$ cat config.mk
export PLATFORM = sky130hd
export DESIGN_NAME = conv_window_scheduler_flat
export DESIGN_NICKNAME = d
export VERILOG_FILES = /design/src/rtl/conv_window_scheduler_if.sv /design/src/rtl/conv_window_scheduler.sv /design/src/flat_wrapper.sv
export SDC_FILE = /design/constraint.sdc
export NUM_CORES = 1
export LEC_CHECK = 0
export ABC_AREA = 1
export CORE_MARGIN = 1
export CORE_UTILIZATION = 30
export CTS_CLUSTER_DIAMETER = 150
export CTS_CLUSTER_SIZE = 14
export DETAILED_ROUTE_END_ITERATION = 6
export SYNTH_ARGS = -nofsm -noshare
export SYNTH_HDL_FRONTEND = slang
export SYNTH_SLANG_ARGS = --single-unit
$ cat constraint.sdc
create_clock -name clk -period 2.3 [get_ports clk]
set_input_delay 0.23 -clock clk [delete_from_list [all_inputs] [get_ports clk]]
set_output_delay 0.23 -clock clk [all_outputs]
set_load 0.01 [all_outputs]
$ cat src/rtl/conv_window_scheduler_if.sv
// Handshake and line-buffer control bundle between the window scheduler
// and the pixel stream / pixel_buffer / convolution consumers.
interface conv_window_scheduler_if #(
    parameter int IMAGE_SIZE = 64
);
    localparam int AW = (IMAGE_SIZE > 1) ? $clog2(IMAGE_SIZE) : 1;

    logic          start;
    logic          in_valid;
    logic          in_ready;
    logic [AW-1:0] buffer_wr_addr;
    logic [AW-1:0] buffer_rd_addr;
    logic          window_valid;
    logic [AW-1:0] out_row;
    logic [AW-1:0] out_col;
    logic          busy;
    logic          frame_done;

    modport master (
        input  start, in_valid,
        output in_ready, buffer_wr_addr, buffer_rd_addr, window_valid,
               out_row, out_col, busy, frame_done
    );

    modport slave (
        output start, in_valid,
        input  in_ready, buffer_wr_addr, buffer_rd_addr, window_valid,
               out_row, out_col, busy, frame_done
    );
endinterface

$ cat src/rtl/conv_window_scheduler.sv
// Frame sequencer for one convolution layer: tracks raster position, drives
// shared line-buffer addresses and flags stride-aligned complete windows.
module conv_window_scheduler #(
    parameter int IMAGE_SIZE  = 64,
    parameter int FILTER_SIZE = 2,
    parameter int STRIDE      = 1
) (
    input  logic                   clk,
    input  logic                   reset,
    input  logic                   clk_en,
    conv_window_scheduler_if.master bus
);
    localparam int AW = (IMAGE_SIZE > 1) ? $clog2(IMAGE_SIZE) : 1;
    localparam int PW = (STRIDE > 1) ? $clog2(STRIDE) : 1;
    localparam logic [AW-1:0] LAST    = AW'(IMAGE_SIZE - 1);
    localparam logic [AW-1:0] FM1     = AW'(FILTER_SIZE - 1);
    localparam logic [AW-1:0] RD_INIT = AW'((IMAGE_SIZE > 1) ? 1 : 0);
    localparam logic [PW-1:0] PLAST   = PW'(STRIDE - 1);

    typedef enum logic [1:0] {IDLE, FILL, RUN, DONE} state_t;

    state_t        state;
    state_t        state_next;
    logic [AW-1:0] row;
    logic [AW-1:0] col;
    logic [AW-1:0] rd_addr;
    logic [AW-1:0] out_row_cnt;
    logic [AW-1:0] out_col_cnt;
    logic [PW-1:0] row_phase;
    logic [PW-1:0] col_phase;
    logic [AW-1:0] row_next;
    logic [AW-1:0] col_next;
    logic [PW-1:0] row_phase_next;
    logic [PW-1:0] col_phase_next;
    logic          accept;
    logic          col_wrap;
    logic          frame_end;
    logic          window_hit;

    assign accept              = bus.in_valid & bus.in_ready & clk_en;
    assign bus.buffer_wr_addr  = col;
    assign bus.buffer_rd_addr  = rd_addr;

    // Raster position and stride phase for the pixel after the current one;
    // phases count from the first column/row that can close a window.
    always_comb begin
        col_wrap  = (col == LAST);
        frame_end = col_wrap && (row == LAST);
        col_next  = col_wrap ? '0 : col + 1'b1;
        row_next  = row;
        if (frame_end)
            row_next = '0;
        else if (col_wrap)
            row_next = row + 1'b1;

        if (col_next <= FM1)
            col_phase_next = '0;
        else
            col_phase_next = (col_phase == PLAST) ? '0 : col_phase + 1'b1;

        row_phase_next = row_phase;
        if (col_wrap) begin
            if (row_next <= FM1)
                row_phase_next = '0;
            else
                row_phase_next = (row_phase == PLAST) ? '0 : row_phase + 1'b1;
        end

        window_hit = accept && (row >= FM1) && (col >= FM1) &&
                     (row_phase == '0) && (col_phase == '0);
    end

    always_ff @(posedge clk) begin
        if (reset)
            state <= IDLE;
        else if (clk_en)
            state <= state_next;
    end

    always_comb begin
        state_next     = state;
        bus.in_ready   = 1'b0;
        bus.busy       = 1'b1;
        bus.frame_done = 1'b0;
        case (state)
            IDLE: begin
                bus.busy = 1'b0;
                if (bus.start)
                    state_next = (FILTER_SIZE == 1) ? RUN : FILL;
            end
            FILL: begin
                bus.in_ready = 1'b1;
                if (accept && col_wrap && (row_next == FM1))
                    state_next = RUN;
            end
            RUN: begin
                bus.in_ready = 1'b1;
                if (accept && frame_end)
                    state_next = DONE;
            end
            DONE: begin
                bus.frame_done = 1'b1;
                state_next     = IDLE;
            end
            default: state_next = IDLE;
        endcase
    end

    // Output coordinates come from running counters: out_col restarts each
    // row, out_row advances only after a row that produced windows.
    always_ff @(posedge clk) begin
        if (reset) begin
            row              <= '0;
            col              <= '0;
            row_phase        <= '0;
            col_phase        <= '0;
            rd_addr          <= RD_INIT;
            out_row_cnt      <= '0;
            out_col_cnt      <= '0;
            bus.window_valid <= 1'b0;
            bus.out_row      <= '0;
            bus.out_col      <= '0;
        end else if (clk_en) begin
            bus.window_valid <= window_hit;
            if (state == IDLE && bus.start) begin
                row         <= '0;
                col         <= '0;
                row_phase   <= '0;
                col_phase   <= '0;
                rd_addr     <= RD_INIT;
                out_row_cnt <= '0;
                out_col_cnt <= '0;
                bus.out_row <= '0;
                bus.out_col <= '0;
            end else if (accept) begin
                row       <= row_next;
                col       <= col_next;
                row_phase <= row_phase_next;
                col_phase <= col_phase_next;
                rd_addr   <= (rd_addr == LAST) ? '0 : rd_addr + 1'b1;
                if (window_hit) begin
                    bus.out_row <= out_row_cnt;
                    bus.out_col <= out_col_cnt;
                    out_col_cnt <= out_col_cnt + 1'b1;
                end
                if (col_wrap) begin
                    out_col_cnt <= '0;
                    if ((row >= FM1) && (row_phase == '0))
                        out_row_cnt <= out_row_cnt + 1'b1;
                end
            end
        end
    end
endmodule

$ cat src/flat_wrapper.sv
// flat-port wrapper written by rule: the top's interface ports become plain ports
module conv_window_scheduler_flat 
#(
    parameter int IMAGE_SIZE  = 64,
    parameter int FILTER_SIZE = 2,
    parameter int STRIDE      = 1
)
  (clk, reset, clk_en, bus_start, bus_in_valid, bus_in_ready, bus_buffer_wr_addr, bus_buffer_rd_addr, bus_window_valid, bus_out_row, bus_out_col, bus_busy, bus_frame_done);
  conv_window_scheduler_if #(.IMAGE_SIZE(IMAGE_SIZE)) bus_i ();
  input  logic clk;
  input  logic reset;
  input  logic clk_en;
  input wire logic [$bits(bus_i.start)-1:0] bus_start;
  input wire logic [$bits(bus_i.in_valid)-1:0] bus_in_valid;
  output wire logic [$bits(bus_i.in_ready)-1:0] bus_in_ready;
  output wire logic [$bits(bus_i.buffer_wr_addr)-1:0] bus_buffer_wr_addr;
  output wire logic [$bits(bus_i.buffer_rd_addr)-1:0] bus_buffer_rd_addr;
  output wire logic [$bits(bus_i.window_valid)-1:0] bus_window_valid;
  output wire logic [$bits(bus_i.out_row)-1:0] bus_out_row;
  output wire logic [$bits(bus_i.out_col)-1:0] bus_out_col;
  output wire logic [$bits(bus_i.busy)-1:0] bus_busy;
  output wire logic [$bits(bus_i.frame_done)-1:0] bus_frame_done;
  assign bus_i.start = bus_start;
  assign bus_i.in_valid = bus_in_valid;
  assign bus_in_ready = bus_i.in_ready;
  assign bus_buffer_wr_addr = bus_i.buffer_wr_addr;
  assign bus_buffer_rd_addr = bus_i.buffer_rd_addr;
  assign bus_window_valid = bus_i.window_valid;
  assign bus_out_row = bus_i.out_row;
  assign bus_out_col = bus_i.out_col;
  assign bus_busy = bus_i.busy;
  assign bus_frame_done = bus_i.frame_done;
  conv_window_scheduler #(.IMAGE_SIZE(IMAGE_SIZE), .FILTER_SIZE(FILTER_SIZE), .STRIDE(STRIDE)) u_core (.clk(clk), .reset(reset), .clk_en(clk_en), .bus(bus_i));
endmodule
### Word-level counts from Yosys, hierarchy flattened

Index checks and enable logic that the tools add are counted.

* add/sub/neg operators: 7
* order comparisons: 4
* equality and inequality tests: 10
* mux-type cells: 40
* bitwise logic cells: 4
* reductions and logical operators: 23

Operators by type and width (number)
* $mux 6: 24
* $add 6x1->6 const B: 5
* $eq 6x6->1 const B: 3
* $ge 6x1->1 const B: 2
* $le 6x1->1 const B: 2
* $mux 1: 12
* $logic_and 1x1->1: 10
* $reduce_and 3->1: 3
* $pmux 2 s4: 1
* $reduce_and 4->1: 2
* $reduce_bool 2->1: 4
* $eq 6x1->1 const B: 1
* $mux 2: 3
* $eq 2x2->1 const B: 2
* $ne 2x1->1 const B: 2
* $reduce_bool 3->1: 1
* $add 1x1->1 const B: 2
* $and 1x1->1: 2
* $eq 2x1->1 const B: 1
* $logic_not 2->1: 1
* $ne 2x2->1 const B: 1
* $not 1->1: 2
* $reduce_and 2->1: 1
* $reduce_or 2->1: 1

* register bits after elaboration: 47
* input bits: 5
* output and inout bits: 28
* word-level logic and storage cells: 99

### Logic depth before layout (Yosys ltp)

* depth in word-level cells: 13
* gate-level depth with buffers: 14
* depth with buffers taken out: 14

### Worst setup path after synthesis

Ideal clock, no wire load.

* path type: register to register
* start point: reg u_core.state[0]
* end point: reg u_core.out_col_cnt[4]
* library setup time: 143 ps
* arrival: 1674 ps
* required time: 2157 ps
* path slack: 483 ps
* cell stages (with the launch flop): 12
* buffers on the path: 0
* period minus slack after synthesis: 1817 ps
* cells stage by stage: dfxtp_1 > inv_1 > ha_1 > nand3_1 > inv_1 > nand3_1 > nand2_2 > nand2_4 > nor3_4 > nand2_1 > nand2_1 > a21oi_1

* longest elaborated chain between the ends: 11
* elaborated cells on any way between the ends: 16
* those cells by class: eq/ne (2); mux (2); bitwise (2); reduce/logical (10)

RTL lines
* start, declared: RTL line conv_window_scheduler.sv:22 `state_t state;`
* start signal, assigned: RTL line conv_window_scheduler.sv:77 `state <= state_next;`
* $eq 2x1->1 / $eq 2x2->1 (equally long branches): RTL line conv_window_scheduler.sv:85 `case (state)`
* $reduce_or 2->1 (no source line) *
* $mux 1 *: RTL line conv_window_scheduler.sv:85
* named net bus_in_ready: RTL line flat_wrapper.sv:15 `output wire logic [$bits(bus_i.in_ready)-1:0] bus_in_ready;`
* $and 1x1->1 * (2 in series): RTL line conv_window_scheduler.sv:40 `assign accept = bus.in_valid & bus.in_ready & clk_en;`
* $logic_and 1x1->1 (3 in series): RTL line conv_window_scheduler.sv:69 `window_hit = accept && (row >= FM1) && (col >= FM1) &&`
* $logic_and 1x1->1: RTL line conv_window_scheduler.sv:70 `(row_phase == '0) && (col_phase == '0);`
* $reduce_bool 3->1 (no source line)
* $reduce_and 3->1 (no source line) *
* end signal, assigned: RTL line conv_window_scheduler.sv:144 `out_col_cnt <= out_col_cnt + 1'b1;`
* end, declared: RTL line conv_window_scheduler.sv:28 `logic [AW-1:0] out_col_cnt;`

The timed path passes the listed nets; every way through them passes the cells marked *.
A chain may end at the register's enable or synchronous reset.

### Worst setup path after layout

* start point: reg u_core.col[0], in the netlist u_core.bus.buffer_wr_addr[0]
* end point: reg u_core.state[0]

* longest elaborated chain between the ends: 7
* elaborated cells on any way between the ends: 11
* those cells by class: eq/ne (4); mux (2); reduce/logical (5)

RTL lines
* start, declared: RTL line conv_window_scheduler.sv:25 `logic [AW-1:0] col;`
* start signal, assigned: RTL line conv_window_scheduler.sv:137 `col <= col_next;`
* $eq 6x6->1 *: RTL line conv_window_scheduler.sv:47 `col_wrap = (col == LAST);`
* $mux 6 / $logic_and 1x1->1 (equally long branches): RTL line conv_window_scheduler.sv:53, conv_window_scheduler.sv:48
* $mux 6: RTL line conv_window_scheduler.sv:51 `if (frame_end)`
* $eq 6x1->1: RTL line conv_window_scheduler.sv:93 `if (accept && col_wrap && (row_next == FM1))`
* $logic_and 1x1->1: RTL line conv_window_scheduler.sv:93
* $ne 2x1->1 (no source line)
* $reduce_and 4->1 (no source line) *

Every way passes the cells marked *; elsewhere a longest branch is shown, timed or not.

==> reports/summary.txt <==
Status -> complete, but fails checks
Failing checks -> DRC
Post-Syn Instances -> 323
GP Congestion -> 0.790
Compound-gate portion of the synthesized area -> 13.3%
Final hold viol count -> 0
DRT Wirelength -> 5.58 mm
Min cycle time layout -> 2.07 ns
Crit-path slowest cell -> dfxtp_2
Drc violations -> 1
RSZ-0062 raised after global routing -> false
# Max-Cap Violations -> 0
Worst Path Required -> 2.51 ns
Synth warn -> 0
Share of the yosys chip area belonging to registers -> 38.1%
CTS buffer count -> 5
Synthesized flop and latch total -> 45
Syn Nets -> 342
Delay-heaviest family, CP -> simple AND/OR/NAND/NOR gates
Initial core utilization -> 30.8%
Post-DR wirelength/cell -> 11.9 µm
Post-layout util -> 38.6%
Ant diodes -> 0
Layout cells sized above 1 -> 10.9%
CTS tree -> built
Lkg Pwr -> 1.11 nW
Global-route wire length before repair -> 9.54 mm
Final Max Slew Viols -> 0
# hold bufs at CTS -> 0
Standard-cell row count -> 32
Vias in the first global route -> 2055
Worst IR Drop VDD -> 0.253 mV
Nets@finish -> 386
Synth Area in Simple Gates -> 31.5%
Root buffer cell -> clkbuf_8
Crit-path cells -> ha_1 -> nand3_2 -> nor2_4 -> nand3_2 -> o21ai_1 -> o21ai_0 -> nor2_1 -> nand3_1 -> nand2_1 -> nor2_1
Synth-to-Final Area Change -> 25.4%
Least-Margin Pin Slew -> 0.351 ns
Clock-pin slew on the worst setup and hold paths -> 0.09 ns
Placed insts -> 456
Max incr delay on CP -> 0.39 ns
Crit path arrival time -> 2.28 ns
Post-synthesis xor/xnor area fraction -> 1.48%
Setup crit end kind -> register
Final hold slack -> 0.468 ns
Mapped Area -> 2360 µm²
Final setup vio count -> 0
Drt first pass iters -> 7
Worst skew pair latency -> 0.31 ns
Most common cell after layout, fill and taps aside -> nand2_1
Worst setup margin -> 0.231 ns
Post-route insts no fill -> 470
Routed Antenna Nets -> 0
Leading cell types in the layout, fill and taps excluded -> 70 x nand2_1, 44 x dfxtp_1, 36 x inv_1, 33 x a21oi_1
Iteration-0 DRC Markers -> 168
Fillers -> 840
Global route overflow -> 0
Clock H-tree levels -> 2
Relative max-transition margin -> 76.5%
Place WS -> 0.0953 ns
Die Ht -> 90.8 µm
Hold Path Class -> register to register
Largest net degree at the start of global routing -> 29
CP max FO -> 8
CORE AREA -> 7690 µm²
Setup TNS -> 0 ns
Largest family of logic cells by synthesized area -> simple AND/OR/NAND/NOR gates
Unique masters post-synth -> 36
Initial antenna violation count -> 0
Avg Cell Area, Syn -> 7.32 µm²
PwrDens -> 554 nW/µm²
Fmax -> 483 MHz
PortBufs -> 32
Type of the worst setup path -> register to register
Tcrit/Tclk final -> 90.0%
Vias per cell -> 4.71
Worst setup SP type -> register
Crit path buf inv count -> 0
Chip width -> 90.8 µm
Total clock sinks -> 45
Area of the die -> 8240 µm²
I/O pins -> 33
Total track usage -> 14.2%
Post-Synth Adder-Cell Area -> 7.41%
Clk_skew -> 0.00934 ns
Via count -> 2212
Max clock buf depth -> 2
Mux cell area share after synthesis -> 0%
DPL Wire Length -> 4.00 mm
-- cells in the mapped netlist (all sizes together) --
master | n | area share [%]
nand2 | 75 | 13
dfxtp | 45 | 38
inv | 38 | 6.0
nand3 | 36 | 8.3
a21oi | 33 | 7.0
nor2 | 27 | 4.8
ha | 14 | 7.4
o21ai | 13 | 2.8
nand4 | 6 | 1.6
clkbuf | 5 | 0.79
nor3 | 5 | 2.0
buf | 4 | 1.1
a211oi | 3 | 0.95
a221oi | 3 | 1.1
nor3b | 3 | 0.95
xnor2 | 2 | 0.74
xor2 | 2 | 0.74
a21o | 1 | 0.32
a221o | 1 | 0.42
a311oi | 1 | 0.37
and2 | 1 | 0.26
and3 | 1 | 0.26
clkinv | 1 | 0.21
nand3b | 1 | 0.32
o211a | 1 | 0.42
or2 | 1 | 0.26
-- area by class of cell --
| class | instances | area, µm² | share of cell area, % |
|---|---|---|---|
| clock buffer | 6 | 72.6 | 2.45 |
| clock inverter | 2 | 15.0 | 0.506 |
| inverter | 39 | 148 | 4.98 |
| multi-input combinational | 231 | 1280 | 43.2 |
| sequential | 45 | 902 | 30.4 |
| tap | 102 | 128 | 4.30 |
| timing repair buffer | 45 | 418 | 14.1 |
-- metal layers --
metal  wire [µm]  vias up  GRT usage, %
met1        2830     1010          19.6
met3         260        4          3.03
met5           0        -             0
li1            -     1151             -
met4          34        0          4.37
met2        2450       47          21.9
-- flip-flops by register name, indices dropped and copies added, names as in the netlist --
signal                     cells
u_core.bus.out_row             6
u_core.row                     6
u_core.bus.window_valid        1
u_core.out_row_cnt             6
u_core.bus.out_col             6
u_core.state                   2
u_core.out_col_cnt             6
u_core.bus.buffer_rd_addr      6
u_core.bus.buffer_wr_addr      6
-- kinds of logic after synthesis --
family          Yosys count
xor+xnor                  4
compound gates           56
buf+inv                  48
fa+ha+maj                14
simple gates            156
flops                    45
-- what timing repair did --
| action | 4_1_cts | 5_1_grt |
|---|---|---|
| buffers inserted | 0 | 5 |
| gates resized for setup | 0 | 3 |
| setup endpoints to repair | 0 | 15 |
-- power breakdown --
group	leakage (nW)	switching [mW]	internal, mW
clock	0.0374	0.291	0.215
combinational	0.714	0.196	0.123
sequential	0.364	0.0222	0.797
total	1.11	0.509	1.13
-- stage by stage --
step                      area [µm²]  power, mW
after floorplan                 2360       1.03
after global placement          2830       1.15
after detailed placement        2830       1.15
after CTS                       2920       1.65
after global routing            2970       1.74
final                           2970       1.64
-- path summary, 6_finish.rpt --
check | startpoint | end | slack, ns | cells after the start
setup / recovery | u_core.bus.buffer_wr_addr[0] | u_core.state[0] | 0.23 | 10
hold reg to reg | u_core.bus.out_row[5] | u_core.bus.out_row[5] | 0.47 | 2
hold / removal | u_core.bus.out_row[5] | u_core.bus.out_row[5] | 0.47 | 2
setup reg to reg | u_core.bus.buffer_wr_addr[0] | u_core.state[0] | 0.23 | 10
-- tightest hold or removal path, stage by stage, from the launching register on --
cell and delay, ns:
dfxtp_1 0.32, nand2_1 0.06, a21oi_1 0.05
(Power assumes the default switching activity.)
